### src/rtl/isa_pkg.sv
// Instruction-set constants shared between the program-load encoder and the core decoder.
// Field offsets give the LSB position of each bit range in the 32-bit word.
package isa_pkg;

   localparam logic [1:0] KIND_DP_REG = 2'b00;
   localparam logic [1:0] KIND_DP_IMM = 2'b01;
   localparam logic [1:0] KIND_MEM    = 2'b10;
   localparam logic [1:0] KIND_BR     = 2'b11;

   localparam logic [3:0] CMD_AND = 4'b0000;
   localparam logic [3:0] CMD_SUB = 4'b0010;
   localparam logic [3:0] CMD_ADD = 4'b0100;
   localparam logic [3:0] CMD_CMP = 4'b1010;
   localparam logic [3:0] CMD_CMN = 4'b1011;
   localparam logic [3:0] CMD_ORR = 4'b1100;

   localparam logic [3:0] COND_AL = 4'hE;

   localparam logic [1:0] OP_DP  = 2'b00;
   localparam logic [1:0] OP_MEM = 2'b01;
   localparam logic [2:0] OP_BR  = 3'b101;

   localparam int OFF_COND  = 28;
   localparam int OFF_OP    = 26;
   localparam int OFF_BR    = 25;
   localparam int OFF_I     = 25;
   localparam int OFF_P     = 24;
   localparam int OFF_LINK  = 24;
   localparam int OFF_U     = 23;
   localparam int OFF_B     = 22;
   localparam int OFF_W     = 21;
   localparam int OFF_CMD   = 21;
   localparam int OFF_S     = 20;
   localparam int OFF_L     = 20;
   localparam int OFF_RN    = 16;
   localparam int OFF_RD    = 12;
   localparam int OFF_RM    = 0;
   localparam int OFF_IMM12 = 0;
   localparam int OFF_IMM24 = 0;

   typedef enum logic {
      ST_FILL = 1'b0,
      ST_FULL = 1'b1
   } enc_state_e;

   function automatic logic is_dp_cmd_supported(input logic [3:0] cmd);
      return (cmd == CMD_ADD) || (cmd == CMD_SUB) || (cmd == CMD_AND) ||
             (cmd == CMD_ORR) || (cmd == CMD_CMP) || (cmd == CMD_CMN);
   endfunction

   function automatic logic is_compare_cmd(input logic [3:0] cmd);
      return (cmd == CMD_CMP) || (cmd == CMD_CMN);
   endfunction

endpackage

### src/rtl/instr_field_pack.sv
// Combinational packing of one field-level descriptor into the decoder's word layout,
// plus a flag telling whether the decoder can execute it.
module instr_field_pack
   import isa_pkg::*;
(
   input  logic [1:0]  kind_i,
   input  logic [3:0]  cmd_i,
   input  logic        s_i,
   input  logic        load_i,
   input  logic        up_i,
   input  logic [3:0]  rn_i,
   input  logic [3:0]  rd_i,
   input  logic [3:0]  rm_i,
   input  logic [23:0] imm_i,
   output logic [31:0] word_o,
   output logic        supported_o
);

   logic       s_eff;
   logic [3:0] rd_eff;

   // Compares never write a destination and always update the flags.
   always_comb begin
      s_eff  = s_i;
      rd_eff = rd_i;
      if (is_compare_cmd(cmd_i)) begin
         s_eff  = 1'b1;
         rd_eff = 4'h0;
      end
   end

   always_comb begin
      word_o      = '0;
      supported_o = 1'b1;
      word_o[OFF_COND +: 4] = COND_AL;
      case (kind_i)
         KIND_DP_REG, KIND_DP_IMM: begin
            word_o[OFF_OP +: 2]  = OP_DP;
            word_o[OFF_I]        = (kind_i == KIND_DP_IMM);
            word_o[OFF_CMD +: 4] = cmd_i;
            word_o[OFF_S]        = s_eff;
            word_o[OFF_RN +: 4]  = rn_i;
            word_o[OFF_RD +: 4]  = rd_eff;
            if (kind_i == KIND_DP_IMM) begin
               word_o[OFF_IMM12 +: 12] = imm_i[11:0];
            end else begin
               word_o[OFF_RM +: 4] = rm_i;
            end
            supported_o = is_dp_cmd_supported(cmd_i);
         end
         KIND_MEM: begin
            word_o[OFF_OP +: 2]     = OP_MEM;
            word_o[OFF_I]           = 1'b0;
            word_o[OFF_P]           = 1'b1;
            word_o[OFF_U]           = up_i;
            word_o[OFF_B]           = 1'b0;
            word_o[OFF_W]           = 1'b0;
            word_o[OFF_L]           = load_i;
            word_o[OFF_RN +: 4]     = rn_i;
            word_o[OFF_RD +: 4]     = rd_i;
            word_o[OFF_IMM12 +: 12] = imm_i[11:0];
         end
         default: begin
            word_o[OFF_BR +: 3]     = OP_BR;
            word_o[OFF_LINK]        = 1'b0;
            word_o[OFF_IMM24 +: 24] = imm_i;
         end
      endcase
   end

endmodule

### src/rtl/instr_encoder.sv
// Streaming instruction encoder: valid/ready descriptor intake, registered word/address output,
// fill counter with a FILL/FULL state machine and a sticky unsupported-descriptor flag.
module instr_encoder
   import isa_pkg::*;
#(
   parameter int ADDR_W = 6,
   parameter int DEPTH  = 64
) (
   input  logic              clk,
   input  logic              reset,
   input  logic              clear,
   input  logic              in_valid,
   output logic              in_ready,
   input  logic [1:0]        in_kind,
   input  logic [3:0]        in_cmd,
   input  logic              in_s,
   input  logic              in_load,
   input  logic              in_up,
   input  logic [3:0]        in_rn,
   input  logic [3:0]        in_rd,
   input  logic [3:0]        in_rm,
   input  logic [23:0]       in_imm,
   output logic              out_valid,
   input  logic              out_ready,
   output logic [31:0]       out_instr,
   output logic [ADDR_W-1:0] out_addr,
   output logic [ADDR_W:0]   count,
   output logic              full,
   output logic              err
);

   // state | meaning
   // FILL  | accepting descriptors, count < DEPTH
   // FULL  | DEPTH words accepted, intake closed until clear or reset

   localparam logic [ADDR_W:0] DEPTH_C = (ADDR_W + 1)'(DEPTH);
   localparam logic [ADDR_W:0] ONE_C   = {{ADDR_W{1'b0}}, 1'b1};

   enc_state_e        state_q;
   logic              out_valid_q;
   logic [31:0]       out_instr_q;
   logic [ADDR_W-1:0] out_addr_q;
   logic [ADDR_W:0]   count_q;
   logic [ADDR_W:0]   count_d;
   logic              full_q;
   logic              err_q;

   logic [31:0] pack_word;
   logic        pack_supported;
   logic        accept;

   instr_field_pack u_pack (
      .kind_i      (in_kind),
      .cmd_i       (in_cmd),
      .s_i         (in_s),
      .load_i      (in_load),
      .up_i        (in_up),
      .rn_i        (in_rn),
      .rd_i        (in_rd),
      .rm_i        (in_rm),
      .imm_i       (in_imm),
      .word_o      (pack_word),
      .supported_o (pack_supported)
   );

   assign in_ready = !clear && (state_q == ST_FILL) && (!out_valid_q || out_ready);
   assign accept   = in_valid && in_ready;
   assign count_d  = count_q + ONE_C;

   always_ff @(posedge clk) begin
      if (reset) begin
         state_q     <= ST_FILL;
         out_valid_q <= 1'b0;
         out_instr_q <= '0;
         out_addr_q  <= '0;
         count_q     <= '0;
         full_q      <= 1'b0;
         err_q       <= 1'b0;
      end else if (clear) begin
         state_q     <= ST_FILL;
         out_valid_q <= 1'b0;
         count_q     <= '0;
         full_q      <= 1'b0;
      end else begin
         if (accept && pack_supported) begin
            out_valid_q <= 1'b1;
            out_instr_q <= pack_word;
            out_addr_q  <= count_q[ADDR_W-1:0];
            count_q     <= count_d;
            if (count_d == DEPTH_C) begin
               state_q <= ST_FULL;
               full_q  <= 1'b1;
            end
         end else begin
            // An unsupported descriptor is swallowed without disturbing the output slot.
            if (out_ready) begin
               out_valid_q <= 1'b0;
            end
            if (accept) begin
               err_q <= 1'b1;
            end
         end
      end
   end

   assign out_valid = out_valid_q;
   assign out_instr = out_instr_q;
   assign out_addr  = out_addr_q;
   assign count     = count_q;
   assign full      = full_q;
   assign err       = err_q;

endmodule
### config.mk
export PLATFORM = sky130hd
export DESIGN_NAME = instr_encoder
export DESIGN_NICKNAME = d
export VERILOG_FILES = /design/src/rtl/isa_pkg.sv /design/src/rtl/instr_field_pack.sv /design/src/rtl/instr_encoder.sv
export SDC_FILE = /design/constraint.sdc
export NUM_CORES = 1
export LEC_CHECK = 0
export CORE_UTILIZATION = 40
export DETAILED_ROUTE_END_ITERATION = 12
export GPL_TIMING_DRIVEN = 0
export HOLD_SLACK_MARGIN = 0.02
export PLACE_DENSITY_LB_ADDON = 0.3
export SLEW_MARGIN = 10
export SYNTH_ARGS = -nofsm -noshare
export SYNTH_HDL_FRONTEND = slang
export SYNTH_SLANG_ARGS = --single-unit
### constraint.sdc
create_clock -name clk -period 3.9 [get_ports clk]
set_input_delay 0.39 -clock clk [delete_from_list [all_inputs] [get_ports clk]]
set_output_delay 0.39 -clock clk [all_outputs]
set_load 0.02 [all_outputs]
---- Yosys cells after proc, flatten, opt, wreduce, memory -nomap -nowiden ----
Index checks and enable logic that the tools add are counted.
word-level totals
  bits in registers ....................... 45
  output and inout bits ................... 49
  word-level logic and storage cells ...... 47
cells by class
  mux-type cells .......................... 8
  equal/unequal tests ..................... 8
  reductions and logical operators ........ 21
  bitwise gates (word level) .............. 3
  add/subtract/negate cells ............... 1
operators by type and width
  cell                   count
  $pmux W28 S2           1
  $eq A4 B4 Y1 const B   3
  $mux W4                2
  $mux W8                1
  $add A7 B1 Y7 const B  1
  $eq A7 B7 Y1 const B   1
  $logic_or A1 B1 Y1     7
  $eq A4 B2 Y1 const B   1
  $eq A4 B3 Y1 const B   1
  $logic_and A1 B1 Y1    4
  $logic_not A4 Y1       1
  $mux W1                4
  $reduce_and A2 Y1      2
  $reduce_or A2 Y1       2
  $not A1 Y1             3
  $reduce_and A3 Y1      1
  $eq A2 B1 Y1 const B   1
  $eq A2 B2 Y1 const B   1
  $logic_not A1 Y1       2
  $logic_not A2 Y1       1
  $reduce_bool A2 Y1     1

---- Longest topological paths before layout ----
  depth after elaboration ................. 10
  depth in mapped cells ................... 6
  mapped depth without buffers ............ 5

---- Cells and area by module ----
From an unflattened synthesis, not the netlist that was laid out.
unflattened totals
  cell total of the unflattened synthesis .. 283
  area total of the unflattened synthesis .. 2,263.4 um^2
modules (own cells, without submodules)
  module            cells each  area each (um^2)  instances  seq. area each (um^2)
  instr_encoder     230         1,855.5           1          960.9
  instr_field_pack  53          407.9             1          0.0

---- Worst setup path before layout ----
Ideal clock, no wire load.
  path type ............................... register to register
  from .................................... reg count_q[0], in the netlist count[0]
  to ...................................... reg count_q[6], in the netlist count[6]
  cell stages (with the launch flop) ...... 6
  period minus slack after synthesis ...... 1.635 ns
  data required time ...................... 3.830 ns
  setup time .............................. 0.070 ns
  path buffers ............................ 0
  path slack .............................. 2.265 ns
  arrival ................................. 1.565 ns
  cell sequence ........................... dfxtp_1 -> ha_1 -> and3_1 -> nand3_1 -> or4_1 -> a21oi_1
on the way
  longest elaborated chain between the ends .. 1
RTL lines
  element                 RTL line             RTL
  start, declared         instr_encoder.sv:43  logic [ADDR_W:0] count_q;
  start signal, assigned  instr_encoder.sv:89  count_q <= count_d;
  $add A7 B1 Y7           instr_encoder.sv:68  assign count_d = count_q + ONE_C;
Every way passes these cells.
A chain may end at the register's enable or synchronous reset.

---- Final worst setup path ----
  from .................................... in out_ready
  to ...................................... out in_ready
on the way
  longest elaborated chain between the ends .. 2
RTL lines
  element              RTL line             RTL
  start, declared      instr_encoder.sv:24  input logic out_ready,
  $logic_or A1 B1 Y1   instr_encoder.sv:66  assign in_ready = !clear && (state_q == ST_FILL) && (!out_valid_q || out_ready);
  $logic_and A1 B1 Y1  instr_encoder.sv:66
  end, declared        instr_encoder.sv:13  output logic in_ready,
Every way passes these cells.

==> results_dict.tcl <==
set metrics [dict create \
    track_usage_pct 25.3 \
    grt_pass1_wl_mm 10.4 \
    drtIter0Drc 114 \
    synth_common_cells "dfxtp_1 (45), a21oi_1 (40), nand2_1 (21), o21ai_0 (21), nand3_1 (20)" \
    cts_tree "done" \
    p_per_area_nw_per_um2 335 \
    ios 99 \
    hold_buffers 0 \
    synth_cell_types 37 \
    ys.warnings.count 0 \
    drv_cap 0 \
    avgSynthCellArea_sq_um 8.29 \
    multi_input_area_sq_um 1030 \
    ff2ff_setup_slack_ns 2.17 \
    grt_overflow_total 0 \
    synthCells 249 \
    cp_cell_sequence "clkdlybuf4s50_1 > nor2b_1 > nor3_1 > clkdlybuf4s50_1" \
    fin_setup_tns_ns 0 \
    antenna_found_initial 0 \
    grt_max_degree 14 \
    status "completed" \
    leakage_nw 1.12 \
    clockBufferDepth 2 \
    gp_congestion 0.786 \
    path_common_cell "clkdlybuf4s50_1" \
    drc 0 \
    htreeDepth 2 \
    syn-num-nets 300 \
    place_area_sq_um 3110 \
    vdd_drop_max_mv 0.202 \
    num-nets-final 403 \
    setup_viol 0 \
    reg2reg_depth 6 \
    finClkSkew_ns 0.00302 \
    path_class "primary input to output pin" \
    diodes 0 \
    tightest_slew_ns 0.516 \
    routed_wl_mm 6.59 \
    min_path_cells 2 \
    vias 2319 \
    min_period_ns 2.08 \
    drt-pass1-iter-count 4 \
    drive_above_1_share_pct 6.52 \
    port_buffers 96 \
    dp_slack_ns 1.59 \
    slew_headroom_pct 65.6 \
    synthTopCellsByArea "dfxtp_1 (44%), a21oi_1 (9.7%), o21ai_0 (5.1%)" \
    cts_sinks 45 \
    fp.dieH_microns 73.8 \
    start_util_pct 42.6 \
    dieArea_sq_um 5450 \
    synth_ff_type "dfxtp_1" \
    hp-class "flop to flop" \
    cts_resized 0 \
    ys_ff_latch 45 \
    synth-edff-count 0 \
    synth_area_sq_um 2060 \
    core_sq_um 4850 \
    critPathCaptureType "output pin" \
    postRouteAntennaNets 0 \
    regArea_sq_um 901 \
    final_area_sq_um 3220 \
    finalWorstSetupSlack_ns 1.82 \
    hold_viol 0 \
    critical-path-slowest-cell "clkdlybuf4s50_1" \
    path_clk_slew_ns 0.08 \
    wl_per_cell_microns 15.7 \
    cts-root-buf "clkbuf_8" \
    rsz0062_at_grt "no" \
    critical_path_required_ns 3.51 \
    timing.fmax_mhz 481 \
    place_hpwl_mm 4.82 \
    start_kind "primary input" \
    yosysMostFrequentCell "dfxtp_1" \
    numCtsBuffers 5 \
    finalCritPeriodShare_pct 53.3 \
    clock_latency_ns 0.30 \
    grt_pass1_vias 2255 \
    synth_top_area_share_pct 43.7 \
    ys_seq_area_share_pct 43.7 \
    area_growth_pct 56.3 \
    yosys.area.top_type "dfxtp_1" \
    timing.hold.ws_ns 0.482 \
    die_width_microns 73.8 \
    viasPerCell 5.52 \
    synthArstFlopShare_pct 0 \
    final_max_slew_viol_count 0 \
    slowest_delay_ns 0.62 \
    fp-row-count 25 \
    path_max_fanout 2 \
    cts_setup_buffers 0 \
    cp.arrival_ns 1.69 \
    fillCellCount 424 \
]
[worst max-delay path: cells and delay by family]
family                 cells  cell delay [ns]
buffers and inverters      2             1.10
AND/OR/NAND/NOR            2             0.19
[sequential cells by signal, indices dropped and copies added (netlist names)]
signal and flops:
out_instr 29, count 7, out_addr 6, err 1, full 1, out_valid 1
[cell type report]
cell class | instances | area share [%]
Buffer | 27 | 3.73
Clock buffer | 7 | 2.68
Clock inverter | 1 | 0.931
Inverter | 2 | 0.233
Multi-Input combinational cell | 175 | 32.1
Sequential cell | 45 | 27.9
Tap cell | 67 | 2.60
Timing Repair Buffer | 96 | 29.8
[power breakdown]
part,switching [mW],internal [mW]
Combinational,0.115,0.108
Clock,0.162,0.209
Sequential,0.00967,0.477
Total,0.287,0.794
[per-stage QoR]
| stage | std cells | total power [mW] | utilization (%) |
|---|---|---|---|
| 2_1_floorplan | 249 | 0.603 | - |
| 3_3_place_gp | 412 | 0.714 | 64.1 |
| 3_5_place_dp | 412 | 0.718 | 64.1 |
| 4_1_cts | 420 | 1.08 | 66.5 |
| 5_1_grt | 420 | 1.12 | 66.5 |
| 6_report | 420 | 1.08 | 66.5 |
[cells by family after synthesis]
kind of cell    after synthesis  synth area share [%]
compound gates               96                  29.7
simple gates                 72                  17.0
buf+inv                      29                  6.19
flops                        45                  43.7
mux                           4                  2.18
fa+ha+maj                     1                 0.606
xor+xnor                      1                 0.425
other cells                   1                 0.182
[metal layers]
layer | share of wire, % | global-route usage [%]
met1 | 42 | 30.7
met2 | 49 | 42.5
met3 | 6.8 | 7.13
met4 | 2.1 | 8.97
met5 | 0 | 0
[placed cells by master, fill, tap and decap left out, drive strengths merged, types with 2 or more instances in the layout]
cell type / netlist / final
dfxtp: 45 / 45
a21oi: 40 / 40
nand4: 9 / 9
o21a: 2 / 2
inv: 2 / 2
nor2: 10 / 10
a32oi: 4 / 4
mux2i: 3 / 3
a31o: 3 / 3
a311oi: 10 / 10
a31oi: 3 / 3
nand3: 20 / 20
a211oi: 6 / 6
o21ai: 21 / 21
clkdlybuf4s50: 0 / 96
nand2: 21 / 21
o31ai: 2 / 2
or4: 3 / 3
clkbuf: 16 / 23
and3: 3 / 3
buf: 11 / 11
[path summary, 6_finish.rpt]
check / from / endpoint
worst max register to register: full / out_instr[24]
worst min-delay path: out_instr[10] / out_instr[10]
worst min register to register: out_instr[10] / out_instr[10]
worst max-delay path: out_ready / in_ready
No activity file was read; power rests on OpenSTA's default activity.
